===== src/rtl/cordic_post.sv =====
// CORDIC post-stage: gain-compensates magnitude (shift-add), unwraps phase (CORDIC_POST_UNWRAP_EN), 17-cycle latency.
// 2-entry valid/ready output queue; PUSH stalls when full and in_valid outside IDLE is dropped and counted.

module cordic_post_fifo #(
    parameter int W = 8
) (
    input  logic         clk,
    input  logic         rst_n,
    input  logic         wr_vld,
    input  logic [W-1:0] wr_dat,
    output logic         wr_rdy,
    output logic         rd_vld,
    input  logic         rd_rdy,
    output logic [W-1:0] rd_dat
);
    logic [W-1:0] mem [2];
    logic         wr_ptr;
    logic         rd_ptr;
    logic [1:0]   count;
    logic         wr_fire;
    logic         rd_fire;

    assign rd_vld  = (count != 2'd0);
    assign rd_dat  = mem[rd_ptr];
    assign rd_fire = rd_vld && rd_rdy;
    // A full queue still takes a write when the head leaves in the same cycle.
    assign wr_rdy  = (count != 2'd2) || rd_fire;
    assign wr_fire = wr_vld && wr_rdy;

    always_ff @(posedge clk or negedge rst_n) begin
        if (!rst_n) begin
            mem[0] <= '0;
            mem[1] <= '0;
            wr_ptr <= 1'b0;
            rd_ptr <= 1'b0;
            count  <= 2'd0;
        end else begin
            if (wr_fire) begin
                mem[wr_ptr] <= wr_dat;
                wr_ptr      <= ~wr_ptr;
            end
            if (rd_fire)
                rd_ptr <= ~rd_ptr;
            count <= count + 2'(wr_fire) - 2'(rd_fire);
        end
    end
endmodule

module cordic_post #(
    parameter int GAIN_K  = 19898,
    parameter int PHASE_W = 24
) (
    input  logic                      clk,
    input  logic                      rst_n,
    input  logic                      in_valid,
    input  logic signed [15:0]        angle_in,
    input  logic signed [15:0]        mag_in,
    output logic                      out_valid,
    input  logic                      out_ready,
    output logic [15:0]               out_mag,
    output logic signed [15:0]        out_angle,
    output logic signed [PHASE_W-1:0] out_phase,
    output logic [7:0]                drop_cnt,
    output logic                      busy
);
    typedef enum logic [1:0] {IDLE, MUL, PUSH} state_t;

    typedef struct packed {
        logic [15:0]               mag;
        logic signed [15:0]        angle;
        logic signed [PHASE_W-1:0] phase;
    } entry_t;

    localparam logic [31:0] GAIN = 32'(GAIN_K);

    state_t                    state;
    state_t                    state_nxt;
    logic [15:0]               mag_q;
    logic signed [15:0]        angle_q;
    logic [31:0]               acc;
    logic [3:0]                bit_cnt;
    logic                      accept;
    logic                      drop;
    logic                      push_vld;
    logic                      push_rdy;
    entry_t                    push_dat;
    entry_t                    head_dat;
    logic signed [PHASE_W-1:0] phase_out;

    assign accept = (state == IDLE) && in_valid;
    assign drop   = (state != IDLE) && in_valid;
    assign busy   = (state != IDLE);

    always_ff @(posedge clk or negedge rst_n) begin
        if (!rst_n)
            state <= IDLE;
        else
            state <= state_nxt;
    end

    always_comb begin
        state_nxt = state;
        push_vld  = 1'b0;
        case (state)
            IDLE: if (in_valid) state_nxt = MUL;
            MUL:  if (bit_cnt == 4'd15) state_nxt = PUSH;
            PUSH: begin
                push_vld = 1'b1;
                if (push_rdy) state_nxt = IDLE;
            end
            default: state_nxt = IDLE;
        endcase
    end

    always_ff @(posedge clk or negedge rst_n) begin
        if (!rst_n) begin
            mag_q    <= '0;
            angle_q  <= '0;
            acc      <= '0;
            bit_cnt  <= '0;
            drop_cnt <= '0;
        end else begin
            if (accept) begin
                // Negative magnitudes are clamped so the product never exceeds 15 x 15 bits.
                mag_q   <= mag_in[15] ? 16'd0 : mag_in;
                angle_q <= angle_in;
                acc     <= '0;
                bit_cnt <= '0;
            end else if (state == MUL) begin
                if (mag_q[bit_cnt])
                    acc <= acc + (GAIN << bit_cnt);
                bit_cnt <= bit_cnt + 4'd1;
            end
            if (drop && (drop_cnt != 8'hFF))
                drop_cnt <= drop_cnt + 8'd1;
        end
    end

`ifdef CORDIC_POST_UNWRAP_EN
    logic signed [15:0]        prev_angle;
    logic signed [PHASE_W-1:0] phase_acc;
    logic                      first;
    logic signed [15:0]        delta;

    // Wraps mod 2^16, giving the shortest signed step between angles.
    assign delta = angle_in - prev_angle;

    always_ff @(posedge clk or negedge rst_n) begin
        if (!rst_n) begin
            prev_angle <= '0;
            phase_acc  <= '0;
            first      <= 1'b1;
        end else if (accept) begin
            if (first)
                phase_acc <= {{(PHASE_W-16){angle_in[15]}}, angle_in};
            else
                phase_acc <= phase_acc + {{(PHASE_W-16){delta[15]}}, delta};
            prev_angle <= angle_in;
            first      <= 1'b0;
        end
    end

    assign phase_out = phase_acc;
`else
    assign phase_out = {{(PHASE_W-16){angle_q[15]}}, angle_q};
`endif

    assign push_dat.mag   = acc[30:15];
    assign push_dat.angle = angle_q;
    assign push_dat.phase = phase_out;

    wire unused_acc_bits = ^{acc[31], acc[14:0]};

    cordic_post_fifo #(.W($bits(entry_t))) u_queue (
        .clk    (clk),
        .rst_n  (rst_n),
        .wr_vld (push_vld),
        .wr_dat (push_dat),
        .wr_rdy (push_rdy),
        .rd_vld (out_valid),
        .rd_rdy (out_ready),
        .rd_dat (head_dat)
    );

    assign out_mag   = head_dat.mag;
    assign out_angle = head_dat.angle;
    assign out_phase = head_dat.phase;
endmodule


===== config.mk =====
export PLATFORM = sky130hd
export DESIGN_NAME = cordic_post
export DESIGN_NICKNAME = d
export VERILOG_FILES = /design/src/rtl/cordic_post.sv
export SDC_FILE = /design/constraint.sdc
export NUM_CORES = 1
export LEC_CHECK = 0
export ABC_AREA = 0
export BUFFER_PORTS_ARGS = -buffer_cell sky130_fd_sc_hd__buf_2
export CAP_MARGIN = 20
export CELL_PAD_IN_SITES_DETAIL_PLACEMENT = 0
export CELL_PAD_IN_SITES_GLOBAL_PLACEMENT = 1
export CORE_MARGIN = 1
export CORE_UTILIZATION = 45
export CTS_CLUSTER_DIAMETER = 150
export DETAILED_ROUTE_END_ITERATION = 7
export GPL_ROUTABILITY_DRIVEN = 0
export PLACE_DENSITY_LB_ADDON = 0.08
export SETUP_SLACK_MARGIN = 0.15
export SLEW_MARGIN = 20
export SYNTH_ARGS = -nofsm -noshare
export SYNTH_HDL_FRONTEND = slang
export SYNTH_SLANG_ARGS = --single-unit
export TNS_END_PERCENT = 5

===== constraint.sdc =====
create_clock -name clk -period 9.6 [get_ports clk]
set_clock_uncertainty 0.15 [all_clocks]
set_input_delay 0.48 -clock clk [delete_from_list [all_inputs] [get_ports clk]]
set_output_delay 0.48 -clock clk [all_outputs]
set_load 0.02 [all_outputs]

# --- Word level (Yosys, flattened, before mapping) ---
# Index checks and enable logic that the tools add are counted.
word_totals:
  register_bits: 194
  latchBits: 0
  mem_bits_rw: 0
  rom_bits: 0
  in_bits: 36
  out_inout_bits: 66
  elab_cells: 66
  memories: 0
op_classes:
  addsub: 5
  n_mul: 0
  div: 0
  order_cmp: 4
  eq_ne: 8
  shift: 1
  n_mux: 19
  bitwise: 4
  n_reduce_logical: 14
op_table:
  columns: ["operator", "n"]
  rows:
  - ["56-bit two-way mux", 4]
  - ["112-bit bitwise mux", 1]
  - ["32-bit two-way mux", 3]
  - ["56-bit demux with 1-bit select", 1]
  - ["32-bit adder", 1]
  - ["15-bit by 4-bit << shifter with 32-bit output, first input constant", 1]
  - ["15-bit two-way mux", 1]
  - ["8-bit by 1-bit adder with 8-bit output, second input constant", 1]
  - ["4-bit two-way mux", 2]
  - ["8-bit inequality test, second input constant", 1]
  - ["2-bit nonzero test", 4]
  - ["1-bit logical AND", 6]
  - ["2-bit two-way mux", 3]
  - ["2-bit inequality test, second input constant", 3]
  - ["2-bit case mux with 3 select lines", 1]
  - ["4-bit by 5-bit < comparator with 1-bit output, second input constant", 1]
  - ["4-bit by 1-bit adder with 4-bit output, second input constant", 1]
  - ["1-bit binary-select mux with 4-bit select", 1]
  - ["4-bit == test, second input constant", 1]
  - ["2-bit >= comparator, second input constant", 2]
  - ["1-bit inverter with 2-bit output", 2]
  - ["3-bit AND reduction", 1]
  - ["2-bit by 1-bit adder with 2-bit output", 1]
  - ["2-bit by 1-bit == test with 1-bit output, second input constant", 1]
  - ["9 further kinds", 11]

# --- Logic depth before layout (Yosys ltp) ---
# Gate-level depths: netlist (run 1).
logic_depth:
  word_depth: 6
  depth_mapped: 16
  depth_no_buf: 15

# --- Modules after synthesis ---
# A second synthesis (run 1) with hierarchy kept.
hier_totals:
  hier_cells: 903
  area_unflattened_um2: 10686.5
by_module_without_submodules:
  columns: ["module", "instances", "cells_per_inst", "area_per_inst_um2", "seq_area_each_um2"]
  rows:
  - ["cordic_post_fifo", 1, 318, 5442.7, 2902.8]
  - ["cordic_post", 1, 585, 5243.8, 1876.8]

# --- Worst setup path after synthesis (run 1) ---
# No wires, ideal clock.
synth_timing:
  path_type: "register to register"
  from: "register bit_cnt[1]"
  to: "register acc[30]"
  setup_time_ps: 78
  arrival_ps: 3460
  required_ps: 9372
  setup_slack_ps: 5912
  path_stages_with_launch: 17
  n_path_buf: 2
  period_less_slack_ps: 3688
  cell_sequence: "dfrtp_1 clkbuf_1 inv_1 ha_1 and2_1 nor2_1 a21oi_1 ha_1 buf_2 and4_1 and3_1 and3_1 a21boi_2 a31oi_1 a221o_1 or3_1 a21oi_1"
synth_between:
  elab_chain_cells: 5
  word_cells_on_any_way: 9
  cone_classes: "1 x add/sub; 1 x shift; 5 x mux; 2 x reduce/logical"
synth_rtl:
  columns: ["element", "line", "source"]
  rows:
  - ["from (decl)", "81", "logic [3:0] bit_cnt;"]
  - ["from (signal assigned)", "132", "bit_cnt <= bit_cnt + 4'd1;"]
  - ["15-bit by 4-bit << shifter with 32-bit output", "131", "acc <= acc + (GAIN << bit_cnt);"]
  - ["32-bit adder", "131", null]
  - ["32-bit two-way mux", "130", "if (mag_q[bit_cnt])"]
  - ["32-bit two-way mux", "129", "end else if (state == MUL) begin"]
  - ["32-bit two-way mux", "123", "if (accept) begin"]
  - ["to (signal assigned)", "131", null]
  - ["to (decl)", "80", "logic [31:0] acc;"]
# Parallel ways exist; a longest one is shown, timed or not. The select of a mux whose other input is x is not followed.
# A chain may end at the register's enable or synchronous reset.

# --- Final worst setup path (run 1) ---
layout_timing:
  from: "register bit_cnt[0]"
  to: "register acc[27]"
# The elaborated chain is that of the path after synthesis.

==> results.cfg, run 1 <==
[floorplanning]
core_area_um2 = 18000
num_rows = 49
fp.dieH_um = 137
pin_count = 102
die_area_um2 = 18800
initial_util_pct = 45.8
die_w_um = 137

[timing]
final_worst_path_period_need_ns = 4.38
rsz0062_at_grt = no
setup_viol = 0
max_slew.worst_pin.slew_ns = 0.959
hold_ws_ns = -0.0159
final.setup.tns_ns = 0
min_period_over_period_pct = 45.6
relSlewSlack_pct = 36.1
achievable-frequency_mhz = 229
timing_hold_violations_final = 11
maxSlewViolCount = 0
timing.final.ws_setup_ns = 5.22

[pwr]
power_report.internal_total_mw = 1.95
power_frac_comb_pct = 53.2
power.sequential.fraction_pct = 27.2
power.share.switching_pct = 44.4
vdd.ir_drop.worst_mv = 0.224
netSwitchingPower_mw = 1.56
power_density_nw_per_um2 = 374
power.clock.fraction_pct = 19.5
cellLeakagePower_nw = 4.85

[synth]
synth_largest_type_area_fraction_pct = 43.5
synth.yosys.seq_area_share_pct = 43.5
cell_area_after_synthesis_um2 = 8230
synth.lib_cells_used.distinct = 57
number_of_synthesized_flops_with_an_enable_pin = 0
synth_instances = 791
synth_area_leader_cell = sky130_fd_sc_hd__dfrtp_1
synth_top_flop_cell = sky130_fd_sc_hd__dfrtp_1
synth.most_common_cell = sky130_fd_sc_hd__dfrtp_1
syn_nets = 874
syn_avg_cell_area_um2 = 10.4
synth-async-reset-ratio_pct = 100
yosysWarnings = 0
ys_seq_elements = 143
synth_top_cells_by_area = sky130_fd_sc_hd__dfrtp_1 44%, sky130_fd_sc_hd__mux2_2 13%, sky130_fd_sc_hd__ha_1 7.0%
synth_common_cells = 143 x sky130_fd_sc_hd__dfrtp_1, 126 x sky130_fd_sc_hd__nand2_1, 92 x sky130_fd_sc_hd__mux2_2, 46 x sky130_fd_sc_hd__ha_1, 39 x sky130_fd_sc_hd__a21oi_1

[setup_path]
arrival_ns = 4.54
ff2ff_path_depth = 13
critical_path.reg2reg.startpoint = bit_cnt[0]
crit_top_cell = sky130_fd_sc_hd__ha_1
setup.reg_to_reg.worst_slack_ns = 5.22
critPathCaptureType = register
worst-path-buf-inv = 1
delay_of_the_slowest_cell_on_the_worst_path_ns = 0.70
cp_data_required_time_ns = 9.76
crit_chain = inv_1 -> ha_1 -> nor3b_1 -> ha_1 -> fa_1 -> a21o_1 -> a311oi_1 -> nor3_1 -> a211oi_1 -> a21oi_1 -> a221oi_2 -> xnor2_1 -> a22o_1
regToRegEndpoint = acc[27]
cp-start-kind = register
crit_path_class = register to register
worstPathMaxFanout = 15
cp_top_family = compound AO/OA/AOI/OAI gates
cell_type_of_the_slowest_stage_on_the_worst_timing_path = sky130_fd_sc_hd__dfrtp_1

[clock_network]
insertion_delay_of_the_later_clocked_pin_in_the_worst_skew_pair_ns = 0.43
htree_levels = 4
numClockSinks = 143
clk_pin_slew_worst_paths_ns = 0.06
cts-root-to-sink-buffers = 2
cts-hold-fix-buffers = 0
number_of_instances_resized_during_post_cts_repair = 0
tritoncts.num_buffers = 17
cts_root_buffer = sky130_fd_sc_hd__clkbuf_16
cts.repair_timing.setup_buffer_count = 0
tritoncts = done

[routing]
dr_total_vias = 5943
drt_first_iter_violations = 298
route.final.wire_length_mm = 18.7
number_of_nets_with_antenna_violations_after_detailed_routing = 0
drt-pass1-iter-count = 4
wl_per_cell_um = 17.0
drc_errors = 0
post_drt_via_cell_ratio = 5.41

[global_routing]
first_global_vias = 5918
maximum_number_of_pins_on_one_net_before_global_route_repair = 92
global_route_wire_length_before_repair_mm = 30.3
global_route.overflow_total = 0
grtUsageTotal_pct = 21.0
grt_antenna_before_repair = 0

[layout]
ff_latch_area_um2 = 3580
num_antenna_cells = 0
design.final.nets = 939
drive_gt1_share_pct = 28.7
footprint_of_the_multi_input_gates_um2 = 4270
layout_filler_cell_count = 1656
synthToLayoutAreaGrowth_pct = 13.9

[placement]
dp_hpwl_mm = 13.0
port-buffer-count = 101
preCtsSetupSlack_ns = 5.31

[outcome]
outcome = complete, but fails checks
failed_checks = hold timing

[hold_path]
min-delay-path-class = primary input to asynchronous set/reset pin

[job]
max_cap_viol_count = 0
-- per-stage QoR --
stage	utilization, %	hold WS (ns)	power (mW)	instance area (um2)	std cells
detailed placement	48.8	0.310	2.83	8760	1066
finish	52.2	-0.0159	3.51	9370	1098
global placement	48.7	0.310	2.79	8760	1066
floorplan	-	0.0344	2.38	8230	791
CTS	52.2	0.0144	3.53	9370	1098
global route	52.2	0.0564	3.81	9370	1098
-- power groups by stage --
stage / Clock, mW / Sequential (mW) / Combinational (mW)
6_report: 0.685 / 0.955 / 1.87
5_1_grt: 0.727 / 0.985 / 2.09
4_1_cts: 0.701 / 0.957 / 1.87
2_1_floorplan: 0 / 0.915 / 1.47
3_3_place_gp: 0 / 0.953 / 1.84
3_5_place_dp: 0 / 0.968 / 1.86
-- kinds of logic after synthesis --
kind of cell	Yosys count	share of synthesized area [%]
compound gates	145	12.5
xor+xnor	36	3.83
fa+ha+maj	47	7.24
buf+inv	76	4.64
flops	143	43.5
mux	109	15.1
simple gates	235	13.2
-- cell type report --
type                       instances  share of cell area, %
inverter                          13                  0.521
clock inverter                    13                   1.88
sequential                       143                   38.2
multi-input combinational        572                   45.6
tap                              229                   3.06
clock buffer                      19                   4.62
timing repair buffer             109                   6.10
-- metal layers --
metal	vias to the layer above	track usage (%)	share of wire [%]
met2	107	33.8	47
met4	0	6.23	1.1
met1	2905	28.6	49
met5	-	0	0
li1	2913	-	-
met3	18	3.97	3.4
-- layout by cell type (no fill, tap or decap), types with 8 or more instances in the layout --
cell type,count
sky130_fd_sc_hd__nor2_1,35
sky130_fd_sc_hd__xor2_1,12
sky130_fd_sc_hd__nand3b_1,17
sky130_fd_sc_hd__a21o_1,12
sky130_fd_sc_hd__mux2_2,92
sky130_fd_sc_hd__o31ai_1,9
sky130_fd_sc_hd__buf_2,100
sky130_fd_sc_hd__nor3_1,8
sky130_fd_sc_hd__dfrtp_1,143
sky130_fd_sc_hd__o21ai_0,15
sky130_fd_sc_hd__nand2_1,125
sky130_fd_sc_hd__inv_1,13
sky130_fd_sc_hd__a211oi_1,8
sky130_fd_sc_hd__mux2_1,8
sky130_fd_sc_hd__buf_4,8
sky130_fd_sc_hd__clkbuf_16,17
sky130_fd_sc_hd__nand3_1,9
sky130_fd_sc_hd__a31oi_1,12
sky130_fd_sc_hd__a22o_1,21
sky130_fd_sc_hd__xnor2_1,24
sky130_fd_sc_hd__ha_1,46
sky130_fd_sc_hd__a21oi_1,39
-- sequential cells by signal (all words and copies together), names as in the netlist, 2 cells and up --
| name | flops |
|---|---|
| state | 2 |
| drop_cnt | 8 |
| u_queue.count | 2 |
| mag_q | 15 |
| u_queue.mem | 64 |
| acc | 30 |
| angle_q | 16 |
| bit_cnt | 4 |
-- how the worst max path moves through the flow --
| stage | from | end | slack [ns] | depth (start not counted) |
|---|---|---|---|---|
| 2_1_floorplan | bit_cnt[1] | acc[30] | 5.91 | 16 |
| 3_3_place_gp | bit_cnt[0] | acc[30] | 5.42 | 13 |
| 3_5_place_dp | bit_cnt[0] | acc[27] | 5.31 | 13 |
| 4_1_cts | bit_cnt[0] | acc[30] | 5.30 | 13 |
| 5_1_grt | bit_cnt[0] | acc[27] | 4.92 | 13 |
| 6_report | bit_cnt[0] | acc[27] | 5.22 | 13 |
(Power assumes the default switching activity.)
==> run 2: changes to the inputs <==
Clock period 9.6 ns to 4.41 ns, I/O delays scaled along.
==> results.cfg, run 2 (synthesis results as in run 1) <==
[outcome]
outcome = finished clean

[routing]
drt_first_iter_violations = 348
drc_errors = 0
wl_per_cell_um = 17.0
route.final.wire_length_mm = 19.3
dr_total_vias = 6214
number_of_nets_with_antenna_violations_after_detailed_routing = 0
drt-pass1-iter-count = 5
post_drt_via_cell_ratio = 5.47

[global_routing]
grtUsageTotal_pct = 21.6
maximum_number_of_pins_on_one_net_before_global_route_repair = 110
first_global_vias = 6084
grt_antenna_before_repair = 0
global_route_wire_length_before_repair_mm = 31.1
global_route.overflow_total = 0

[hold_path]
min-delay-path-class = primary input to register

[clock_network]
htree_levels = 4
numClockSinks = 143
tritoncts = done
insertion_delay_of_the_later_clocked_pin_in_the_worst_skew_pair_ns = 0.43
cts-root-to-sink-buffers = 2
tritoncts.num_buffers = 17
cts.repair_timing.setup_buffer_count = 0
clk_pin_slew_worst_paths_ns = 0.06
cts_root_buffer = sky130_fd_sc_hd__clkbuf_16

[floorplanning]
initial_util_pct = 45.8
num_rows = 49
die_w_um = 137
die_area_um2 = 18800
core_area_um2 = 18000
pin_count = 102
fp.dieH_um = 137

[pwr]
cellLeakagePower_nw = 4.99
total_power_mw = 7.57
vdd.ir_drop.worst_mv = 0.401
power_density_nw_per_um2 = 781

[layout]
reg.largest.list = u_queue.mem: 64 flops, acc: 30 flops, angle_q: 16 flops
most_common_library_cell_in_the_layout_ignoring_fill_and_taps = sky130_fd_sc_hd__dfrtp_1
layout_filler_cell_count = 1597
largest_reg_flops = 64
synthToLayoutAreaGrowth_pct = 17.8
footprint_of_the_multi_input_gates_um2 = 4280
drive_gt1_share_pct = 28.3
num_antenna_cells = 0
registers.top_by_ff_count = u_queue.mem
layout.cells.most_common_list = 142 x sky130_fd_sc_hd__dfrtp_1, 125 x sky130_fd_sc_hd__nand2_1, 100 x sky130_fd_sc_hd__buf_2, 92 x sky130_fd_sc_hd__mux2_2, 46 x sky130_fd_sc_hd__ha_1
ff_latch_area_um2 = 3580
design.final.nets = 978

[setup_path]
crit_path_class = register to register
cp_data_required_time_ns = 4.56
arrival_ns = 4.11
cp-start-kind = register
worstPathMaxFanout = 8
critPathCaptureType = register

[timing]
setup_viol = 0
max_slew.worst_pin.slew_ns = 0.914
min_period_over_period_pct = 89.7
final.setup.tns_ns = 0
maxSlewViolCount = 0
timing_hold_violations_final = 0
hold_ws_ns = 0.0338
final_worst_path_period_need_ns = 3.96
relSlewSlack_pct = 39.1
achievable-frequency_mhz = 253
rsz0062_at_grt = no

[job]
max_cap_viol_count = 0

[placement]
dp_hpwl_mm = 13.4
port-buffer-count = 101
## run 2: changes by cell type in the layout (fill, tap and decap cells not counted), sizes merged
cell / previous run / this run
clkinv: 2 / 1
inv: 18 / 17
buf: 109 / 114
bufinv: 3 / 0
clkbuf: 19 / 22
clkinvlp: 3 / 5
dlygate4sd3: 0 / 33
## run 2: per-stage QoR
stage / util [%] / cells / worst slack, ns / area [um2]
5_1_grt: 54.0 / 1136 / 0.158 / 9690
3_5_place_dp: 49.0 / 1072 / 0.478 / 8800
6_report: 54.0 / 1136 / 0.453 / 9690
3_3_place_gp: 49.0 / 1072 / 0.533 / 8800
2_1_floorplan: - / 791 / 0.722 / 8230
4_1_cts: 53.9 / 1136 / 0.432 / 9680
## run 2: cell type report
type | instances | area share (%)
Multi-Input combinational cell | 572 | 44.2
Tap cell | 229 | 2.96
Clock inverter | 10 | 0.800
Inverter | 13 | 0.503
Sequential cell | 143 | 36.9
Timing Repair Buffer | 148 | 9.80
Clock buffer | 21 | 4.85
## run 2: worst paths after layout
path                                  from                to  slack [ns]  cells after the start
worst max register to register  bit_cnt[1]           acc[27]        0.45                     13
min in group asynchronous            rst_n  u_queue.mem[108]        0.31                      2
worst max-delay path            bit_cnt[1]           acc[27]        0.45                     13
max in group asynchronous            rst_n          mag_q[7]        2.80                      3
worst min register to register    mag_q[6]          mag_q[6]        0.31                      2
worst min-delay path            mag_in[15]          mag_q[8]        0.03                      3
## run 2: worst max-delay path: stages, from the launching register on
cell                       delay, ns
sky130_fd_sc_hd__dfrtp_1        0.49
sky130_fd_sc_hd__inv_1          0.19
sky130_fd_sc_hd__ha_1           0.26
sky130_fd_sc_hd__nor3b_1        0.15
sky130_fd_sc_hd__ha_1           0.25
sky130_fd_sc_hd__fa_1           0.41
sky130_fd_sc_hd__a21o_1         0.22
sky130_fd_sc_hd__a311oi_1       0.58
sky130_fd_sc_hd__nor3_1         0.12
sky130_fd_sc_hd__a211oi_1       0.25
sky130_fd_sc_hd__a21oi_1        0.19
sky130_fd_sc_hd__a221oi_2       0.29
sky130_fd_sc_hd__xnor2_1        0.09
sky130_fd_sc_hd__a22o_1         0.21
## run 2: metal layers
metal	wire length (um)	track usage, %
met1	9160	29.4
met3	598	3.64
met4	280	7.08
met5	0	0
met2	9260	34.9
## run 2: report_power, final
| part | total (mW) | switching (mW) | internal, mW |
|---|---|---|---|
| Clock | 1.34 | 0.570 | 0.766 |
| Sequential | 2.05 | 0.328 | 1.73 |
| Combinational | 4.18 | 2.49 | 1.68 |
| Total | 7.57 | 3.39 | 4.17 |
## run 2: timing repair
action                                  4_1_cts  5_1_grt
resized for setup                             0        2
endpoints found under the hold margin       140        0
hold buffers                                 33        0
endpoints found under the setup margin        0        1
